--- src/rtl/regfile_wb_queue_pkg.sv ---
// Shared types and default sizing for the regfile writeback staging queue.
package wbq_pkg;

    localparam int unsigned WBQ_WIDTH    = 32;
    localparam int unsigned WBQ_AW       = 6;
    localparam int unsigned WBQ_DEPTH    = 8;
    localparam int unsigned WBQ_RD_PORTS = 6;
    localparam int unsigned WBQ_PW       = $clog2(WBQ_DEPTH) + 1;

    // Head/tail pointer: low bits index storage, MSB is the wrap flag.
    typedef logic [WBQ_PW-1:0] ptr_t;

    typedef struct packed {
        logic [WBQ_AW-1:0]    addr;
        logic [WBQ_WIDTH-1:0] data;
    } wbq_entry_t;

endpackage

--- src/rtl/regfile_wb_queue_if.sv ---
// Bundle of the writeback-lane handshake, regfile write port and bypass read ports.
interface regfile_wb_queue_if
    import wbq_pkg::*;
#(
    parameter int unsigned WIDTH = WBQ_WIDTH,
    parameter int unsigned AW    = WBQ_AW,
    parameter int unsigned DEPTH = WBQ_DEPTH
);
    logic                                in0_valid;
    logic [AW-1:0]                       in0_addr;
    logic [WIDTH-1:0]                    in0_data;
    logic                                in1_valid;
    logic [AW-1:0]                       in1_addr;
    logic [WIDTH-1:0]                    in1_data;
    logic                                in_ready;
    logic                                wr_en;
    logic [AW-1:0]                       wr_addr;
    logic [WIDTH-1:0]                    wr_data;
    logic [WBQ_RD_PORTS-1:0][AW-1:0]     rd_addr;
    logic [WBQ_RD_PORTS-1:0]             rd_hit;
    logic [WBQ_RD_PORTS-1:0][WIDTH-1:0]  rd_data;
    logic [$clog2(DEPTH):0]              count;

    // Producer / regfile side
    modport master (
        output in0_valid, in0_addr, in0_data,
        output in1_valid, in1_addr, in1_data,
        output rd_addr,
        input  in_ready, wr_en, wr_addr, wr_data,
        input  rd_hit, rd_data, count
    );

    // Queue side
    modport slave (
        input  in0_valid, in0_addr, in0_data,
        input  in1_valid, in1_addr, in1_data,
        input  rd_addr,
        output in_ready, wr_en, wr_addr, wr_data,
        output rd_hit, rd_data, count
    );

endinterface

--- src/rtl/regfile_wb_queue_match.sv ---
// Youngest-match search for one bypass read port. Entries arrive age-ordered,
// index 0 = oldest, so the last matching index scanned is the youngest.
module wbq_youngest_match #(
    parameter int unsigned WIDTH = 32,
    parameter int unsigned AW    = 6,
    parameter int unsigned DEPTH = 8
) (
    input  logic [DEPTH-1:0][AW-1:0]    entry_addr,
    input  logic [DEPTH-1:0][WIDTH-1:0] entry_data,
    input  logic [DEPTH-1:0]            valid,
    input  logic [AW-1:0]               rd_addr,
    output logic                        hit,
    output logic [WIDTH-1:0]            data
);

    // Scan oldest to youngest; a younger match overrides an older one.
    always_comb begin
        hit  = 1'b0;
        data = '0;
        for (int unsigned k = 0; k < DEPTH; k++) begin
            if (valid[k] && (entry_addr[k] == rd_addr)) begin
                hit  = 1'b1;
                data = entry_data[k];
            end
        end
    end

endmodule

--- src/rtl/regfile_wb_queue.sv ---
// Writeback staging queue in front of the 6R/1W regfile RAM: takes up to two
// results per cycle, drains one per cycle in order, and offers a youngest-match
// bypass to the read ports. Bypass is built only when WBQ_BYPASS_EN is defined.
module regfile_wb_queue
    import wbq_pkg::*;
#(
    parameter int unsigned WIDTH = WBQ_WIDTH,
    parameter int unsigned AW    = WBQ_AW,
    parameter int unsigned DEPTH = WBQ_DEPTH
) (
    input  logic              clk,
    input  logic              rst,
    regfile_wb_queue_if.slave q
);

    localparam int unsigned LW = $clog2(DEPTH);
    localparam int unsigned PW = LW + 1;

    logic [AW-1:0]    mem_addr [DEPTH];
    logic [WIDTH-1:0] mem_data [DEPTH];

    logic [PW-1:0] head;
    logic [PW-1:0] tail;
    logic [PW-1:0] count;
    logic [PW-1:0] n_enq;
    logic [LW-1:0] head_idx;
    logic [LW-1:0] tail_idx;
    logic [LW-1:0] tail1_idx;
    logic          in_ready;
    logic          wr_en;
    logic          take0;
    logic          take1;

    logic [WBQ_RD_PORTS-1:0]            rd_hit;
    logic [WBQ_RD_PORTS-1:0][WIDTH-1:0] rd_data;

    // Occupancy, handshake and enqueue decode from registered pointers only.
    always_comb begin
        count     = tail - head;
        head_idx  = head[LW-1:0];
        tail_idx  = tail[LW-1:0];
        tail1_idx = tail_idx + LW'(1);
        in_ready  = (count <= PW'(DEPTH - 2));
        wr_en     = (count != '0);
        take0     = in_ready & q.in0_valid;
        take1     = in_ready & q.in1_valid;
        n_enq     = PW'(take0) + PW'(take1);
    end

    // Pointer update: head follows every regfile write, tail every accepted lane.
    always_ff @(posedge clk or posedge rst) begin
        if (rst) begin
            head <= '0;
            tail <= '0;
        end else begin
            head <= head + PW'(wr_en);
            tail <= tail + n_enq;
        end
    end

    // Entry storage; lane 1 lands behind lane 0 when both fire.
    always_ff @(posedge clk) begin
        if (take0) begin
            mem_addr[tail_idx] <= q.in0_addr;
            mem_data[tail_idx] <= q.in0_data;
        end
        if (take1) begin
            mem_addr[take0 ? tail1_idx : tail_idx] <= q.in1_addr;
            mem_data[take0 ? tail1_idx : tail_idx] <= q.in1_data;
        end
    end

`ifdef WBQ_BYPASS_EN
    logic [DEPTH-1:0][AW-1:0]    age_addr;
    logic [DEPTH-1:0][WIDTH-1:0] age_data;
    logic [DEPTH-1:0]            age_valid;

    // Rotate storage into age order starting at head; only occupied slots are valid.
    always_comb begin
        logic [LW-1:0] idx;
        idx = '0;
        for (int unsigned k = 0; k < DEPTH; k++) begin
            idx          = head_idx + LW'(k);
            age_addr[k]  = mem_addr[idx];
            age_data[k]  = mem_data[idx];
            age_valid[k] = (PW'(k) < count);
        end
    end

    for (genvar i = 0; i < WBQ_RD_PORTS; i++) begin : g_match
        wbq_youngest_match #(
            .WIDTH (WIDTH),
            .AW    (AW),
            .DEPTH (DEPTH)
        ) u_match (
            .entry_addr (age_addr),
            .entry_data (age_data),
            .valid      (age_valid),
            .rd_addr    (q.rd_addr[i]),
            .hit        (rd_hit[i]),
            .data       (rd_data[i])
        );
    end
`else
    // No bypass: readers must wait for the queue to drain.
    always_comb begin
        rd_hit  = '0;
        rd_data = '0;
    end
`endif

    // Drive the bus; write port reads zero whenever nothing is pending.
    always_comb begin
        q.in_ready = in_ready;
        q.count    = count;
        q.wr_en    = wr_en;
        q.wr_addr  = wr_en ? mem_addr[head_idx] : '0;
        q.wr_data  = wr_en ? mem_data[head_idx] : '0;
        q.rd_hit   = rd_hit;
        q.rd_data  = rd_data;
    end

endmodule

--- src/flat_wrapper.sv ---
// flat-port wrapper written by rule: the top's interface ports become plain ports
module regfile_wb_queue_flat import wbq_pkg::*;
#(
    parameter int unsigned WIDTH = WBQ_WIDTH,
    parameter int unsigned AW    = WBQ_AW,
    parameter int unsigned DEPTH = WBQ_DEPTH
)
  (clk, rst, q_in0_valid, q_in0_addr, q_in0_data, q_in1_valid, q_in1_addr, q_in1_data, q_rd_addr, q_in_ready, q_wr_en, q_wr_addr, q_wr_data, q_rd_hit, q_rd_data, q_count);
  regfile_wb_queue_if #(.WIDTH(WIDTH), .AW(AW), .DEPTH(DEPTH)) q_i ();
  input  logic clk;
  input  logic rst;
  input wire logic [$bits(q_i.in0_valid)-1:0] q_in0_valid;
  input wire logic [$bits(q_i.in0_addr)-1:0] q_in0_addr;
  input wire logic [$bits(q_i.in0_data)-1:0] q_in0_data;
  input wire logic [$bits(q_i.in1_valid)-1:0] q_in1_valid;
  input wire logic [$bits(q_i.in1_addr)-1:0] q_in1_addr;
  input wire logic [$bits(q_i.in1_data)-1:0] q_in1_data;
  input wire logic [$bits(q_i.rd_addr)-1:0] q_rd_addr;
  output wire logic [$bits(q_i.in_ready)-1:0] q_in_ready;
  output wire logic [$bits(q_i.wr_en)-1:0] q_wr_en;
  output wire logic [$bits(q_i.wr_addr)-1:0] q_wr_addr;
  output wire logic [$bits(q_i.wr_data)-1:0] q_wr_data;
  output wire logic [$bits(q_i.rd_hit)-1:0] q_rd_hit;
  output wire logic [$bits(q_i.rd_data)-1:0] q_rd_data;
  output wire logic [$bits(q_i.count)-1:0] q_count;
  assign q_i.in0_valid = q_in0_valid;
  assign q_i.in0_addr = q_in0_addr;
  assign q_i.in0_data = q_in0_data;
  assign q_i.in1_valid = q_in1_valid;
  assign q_i.in1_addr = q_in1_addr;
  assign q_i.in1_data = q_in1_data;
  assign q_i.rd_addr = q_rd_addr;
  assign q_in_ready = q_i.in_ready;
  assign q_wr_en = q_i.wr_en;
  assign q_wr_addr = q_i.wr_addr;
  assign q_wr_data = q_i.wr_data;
  assign q_rd_hit = q_i.rd_hit;
  assign q_rd_data = q_i.rd_data;
  assign q_count = q_i.count;
  regfile_wb_queue #(.WIDTH(WIDTH), .AW(AW), .DEPTH(DEPTH)) u_core (.clk(clk), .rst(rst), .q(q_i));
endmodule
--- config.mk ---
export PLATFORM = sky130hd
export DESIGN_NAME = regfile_wb_queue_flat
export DESIGN_NICKNAME = d
export VERILOG_FILES = /design/src/rtl/regfile_wb_queue_pkg.sv /design/src/rtl/regfile_wb_queue_if.sv /design/src/rtl/regfile_wb_queue_match.sv /design/src/rtl/regfile_wb_queue.sv /design/src/flat_wrapper.sv
export SDC_FILE = /design/constraint.sdc
export NUM_CORES = 1
export LEC_CHECK = 0
export ABC_CLOCK_PERIOD_IN_PS = 12450
export BUFFER_PORTS_ARGS = -buffer_cell sky130_fd_sc_hd__buf_2
export CORE_MARGIN = 4
export CORE_UTILIZATION = 44
export CTS_CLUSTER_SIZE = 12
export DETAILED_ROUTE_END_ITERATION = 8
export PLACE_DENSITY = 0.66
export SLEW_MARGIN = 25
export SYNTH_ARGS = -nofsm -noshare
export SYNTH_HDL_FRONTEND = slang
export SYNTH_SLANG_ARGS = --single-unit
--- constraint.sdc ---
create_clock -name clk -period 12.45 [get_ports clk]
set_input_delay 2.49 -clock clk [delete_from_list [all_inputs] [get_ports clk]]
set_output_delay 2.49 -clock clk [all_outputs]
set_load 0.05 [all_outputs]
==> impl_metrics.tcl <==
set metrics [dict create \
    core_um2 39640 \
    first_pass_iters 5 \
    rsz0062_at_grt "false" \
    wl_per_cell_um 24.08 \
    holdCritPathClass "reg2reg" \
    cts_setup_buffers 0 \
    overflow 0 \
    dp_hpwl_um 23940 \
    syn2layout_area_growth_pct 8.598 \
    fp-row-count 73 \
    cp-end-kind "output port" \
    ctsResizeCount 0 \
    maxSlewHeadroom_pct 38.88 \
    chipWidth_um 208.0 \
    drt_wl_total_um 43940 \
    ff_latch_area_um2 9338 \
    multiInputGateArea_um2 7217 \
    drc 0 \
    p_leak_nw 6.897 \
    powerDensity_nw_per_um2 281.5 \
    skew_ns 0.01172 \
    fin_tns_setup_ns 0 \
    grt_pass1_wl_um 64310 \
    synthCells 1157 \
    cts_tree "yes" \
    hold_viol 0 \
    numPortBuffers 123 \
    async_flop_share_pct 2.564 \
    final_cell_mix "304 x edfxtp_1, 262 x mux2_2, 198 x conb_1" \
    period_needed_ns 6.349 \
    power_w 0.005383 \
    synth_top_area_share_pct 51.85 \
    nets 1399 \
    n_fill_cell 3456 \
    synthTopCellsByArea "edfxtp_1 52%, mux2_2 17%, mux4_2 9.7%, buf_4 8.7%, mux2_4 3.1%" \
    critPathLaunchType "flop" \
    vdd_drop_max_mv 0.2732 \
    synth_top_flop_cell "edfxtp_1" \
    grt_pass1_vias 9941 \
    hold_slack_ns 0.5405 \
    netlist_area_um2 17610 \
    htree_levels 2 \
    place.gp.congestion 0.7782 \
    slew_viol_final 0 \
    cp_data_required_time_ns 9.96 \
    cap_violations 0 \
    post-route-period-util_pct 51.00 \
    die_y_um 208.0 \
    grt_usage_pct 19.71 \
    antenna_found_initial 4 \
    drtAntennaViolNets 0 \
    clk_pin_slew_worst_paths_ns 0.06 \
    final_common_cell "edfxtp_1" \
    cts-root-buf "clkbuf_16" \
    grt_max_degree 44 \
    reg2reg_slack_ns 8.32 \
    drtIter0Drc 822 \
    start_util_pct 44.42 \
    io_pins 358 \
    cts_buffers 35 \
    postSynthAreaPerCell_um2 15.22 \
    dieArea_um2 43280 \
    status "finished clean" \
    synth-edff-count 304 \
    cts.path.max_buffers 3 \
    yosysSeqAreaShare_pct 52.98 \
    yosys.area.top_type "edfxtp_1" \
    cts_sinks 312 \
    cp_max_fo 43 \
    setup_viol 0 \
    hold_buffers 0 \
    insertion_delay_ns 0.52 \
    synth.ff_latch_count 312 \
    synth.yosys.warnings 0 \
    ys_types 43 \
    arrival_ns 3.86 \
    viasPerCell 5.295 \
    layout-drive-gt1-share_pct 45.14 \
    worst-slew-pin-transition_ns 0.9168 \
    worstSetupPathType "reg2out" \
    vias 9663 \
    fmax_mhz 157.5 \
]
==> stage by stage <==
stage | std cells | cell area [µm²] | worst slack (ns) | utilization, %
2_1_floorplan | 1354 | 18350 | 6.625 | -
3_3_place_gp | 1760 | 18030 | 6.610 | 45.48
3_5_place_dp | 1760 | 18030 | 6.590 | 45.48
4_1_cts | 1821 | 19110 | 6.035 | 48.21
5_1_grt | 1823 | 19120 | 5.835 | 48.22
6_report | 1825 | 19120 | 6.101 | 48.24
==> cell usage after synthesis (4+ instances only) <==
cell type / count
edfxtp_1: 304
nor2_1: 5
mux2_4: 36
buf_6: 9
ha_1: 9
dfrtp_1: 8
xnor2_1: 4
xor2_1: 5
clkbuf_1: 21
mux2_1: 6
buf_2: 27
inv_1: 10
mux2_2: 262
mux4_2: 76
a21o_1: 4
nor3_2: 5
a21oi_1: 38
nand2b_1: 4
nand2_1: 85
buf_4: 205
==> layout make-up <==
cell class | instances | area share [%]
Sequential cell | 312 | 48.84
Multi-Input combinational cell | 768 | 37.74
Clock buffer | 50 | 5.150
Timing Repair Buffer | 145 | 4.083
Tap cell | 525 | 3.435
Clock inverter | 11 | 0.5039
Inverter | 10 | 0.1963
Antenna cell | 4 | 0.05235
==> state kept, by name, indices dropped and copies added (netlist names) <==
name / count
u_core.head: 4
u_core.mem_addr: 48
u_core.mem_data: 256
u_core.tail: 4
==> report_power, final <==
group | leakage, nW | switching [W] | internal (W)
clock network | 0.524 | 0.000402 | 0.000589
logic | 3.53 | 0.00187 | 0.000839
registers | 2.85 | 0.000145 | 0.00154
==> layer usage <==
metal	vias to the layer above	wire length [µm]	share of wire [%]	global-route usage, %
met1	4982	17800	41	25.73
met2	396	22610	51	34.99
met4	0	639	1.5	4.281
met5	-	0	0	0
met3	45	2899	6.6	3.076
li1	4240	-	-	-
==> cells by family after synthesis <==
kind of cell / count (synthesis) / synth area share [%]
xor gates and xnor gates: 9 / 0.4477
adders and majority gates: 11 / 0.8670
AOI/OAI and AO/OA: 57 / 2.054
other: 1 / 0.02130
buffers and inverters: 274 / 10.79
and+or+nand+nor: 111 / 2.771
muxes: 382 / 30.07
DFF: 312 / 52.98
==> final timing paths <==
check                                     from               endpoint  depth (start not counted)
worst min register to register  u_core.tail[3]         u_core.tail[3]                          1
worst min-delay path            u_core.tail[3]         u_core.tail[3]                          1
max in group asynchronous                  rst         u_core.head[0]                          2
worst max register to register  u_core.head[0]  u_core.mem_data[4][2]                          7
min in group asynchronous                  rst         u_core.head[3]                          2
worst max-delay path            u_core.head[0]                q_wr_en                          8
==> critical path, cell delays in order (launching register included) <==
cell and delay [ns]:
dfrtp_4 0.80, ha_1 0.36, fa_1 0.38, xor2_1 0.35, inv_1 0.21, a2111oi_4 0.37, buf_4 0.44, inv_1 0.17
buf_2 0.25
(Power assumes the default switching activity.)
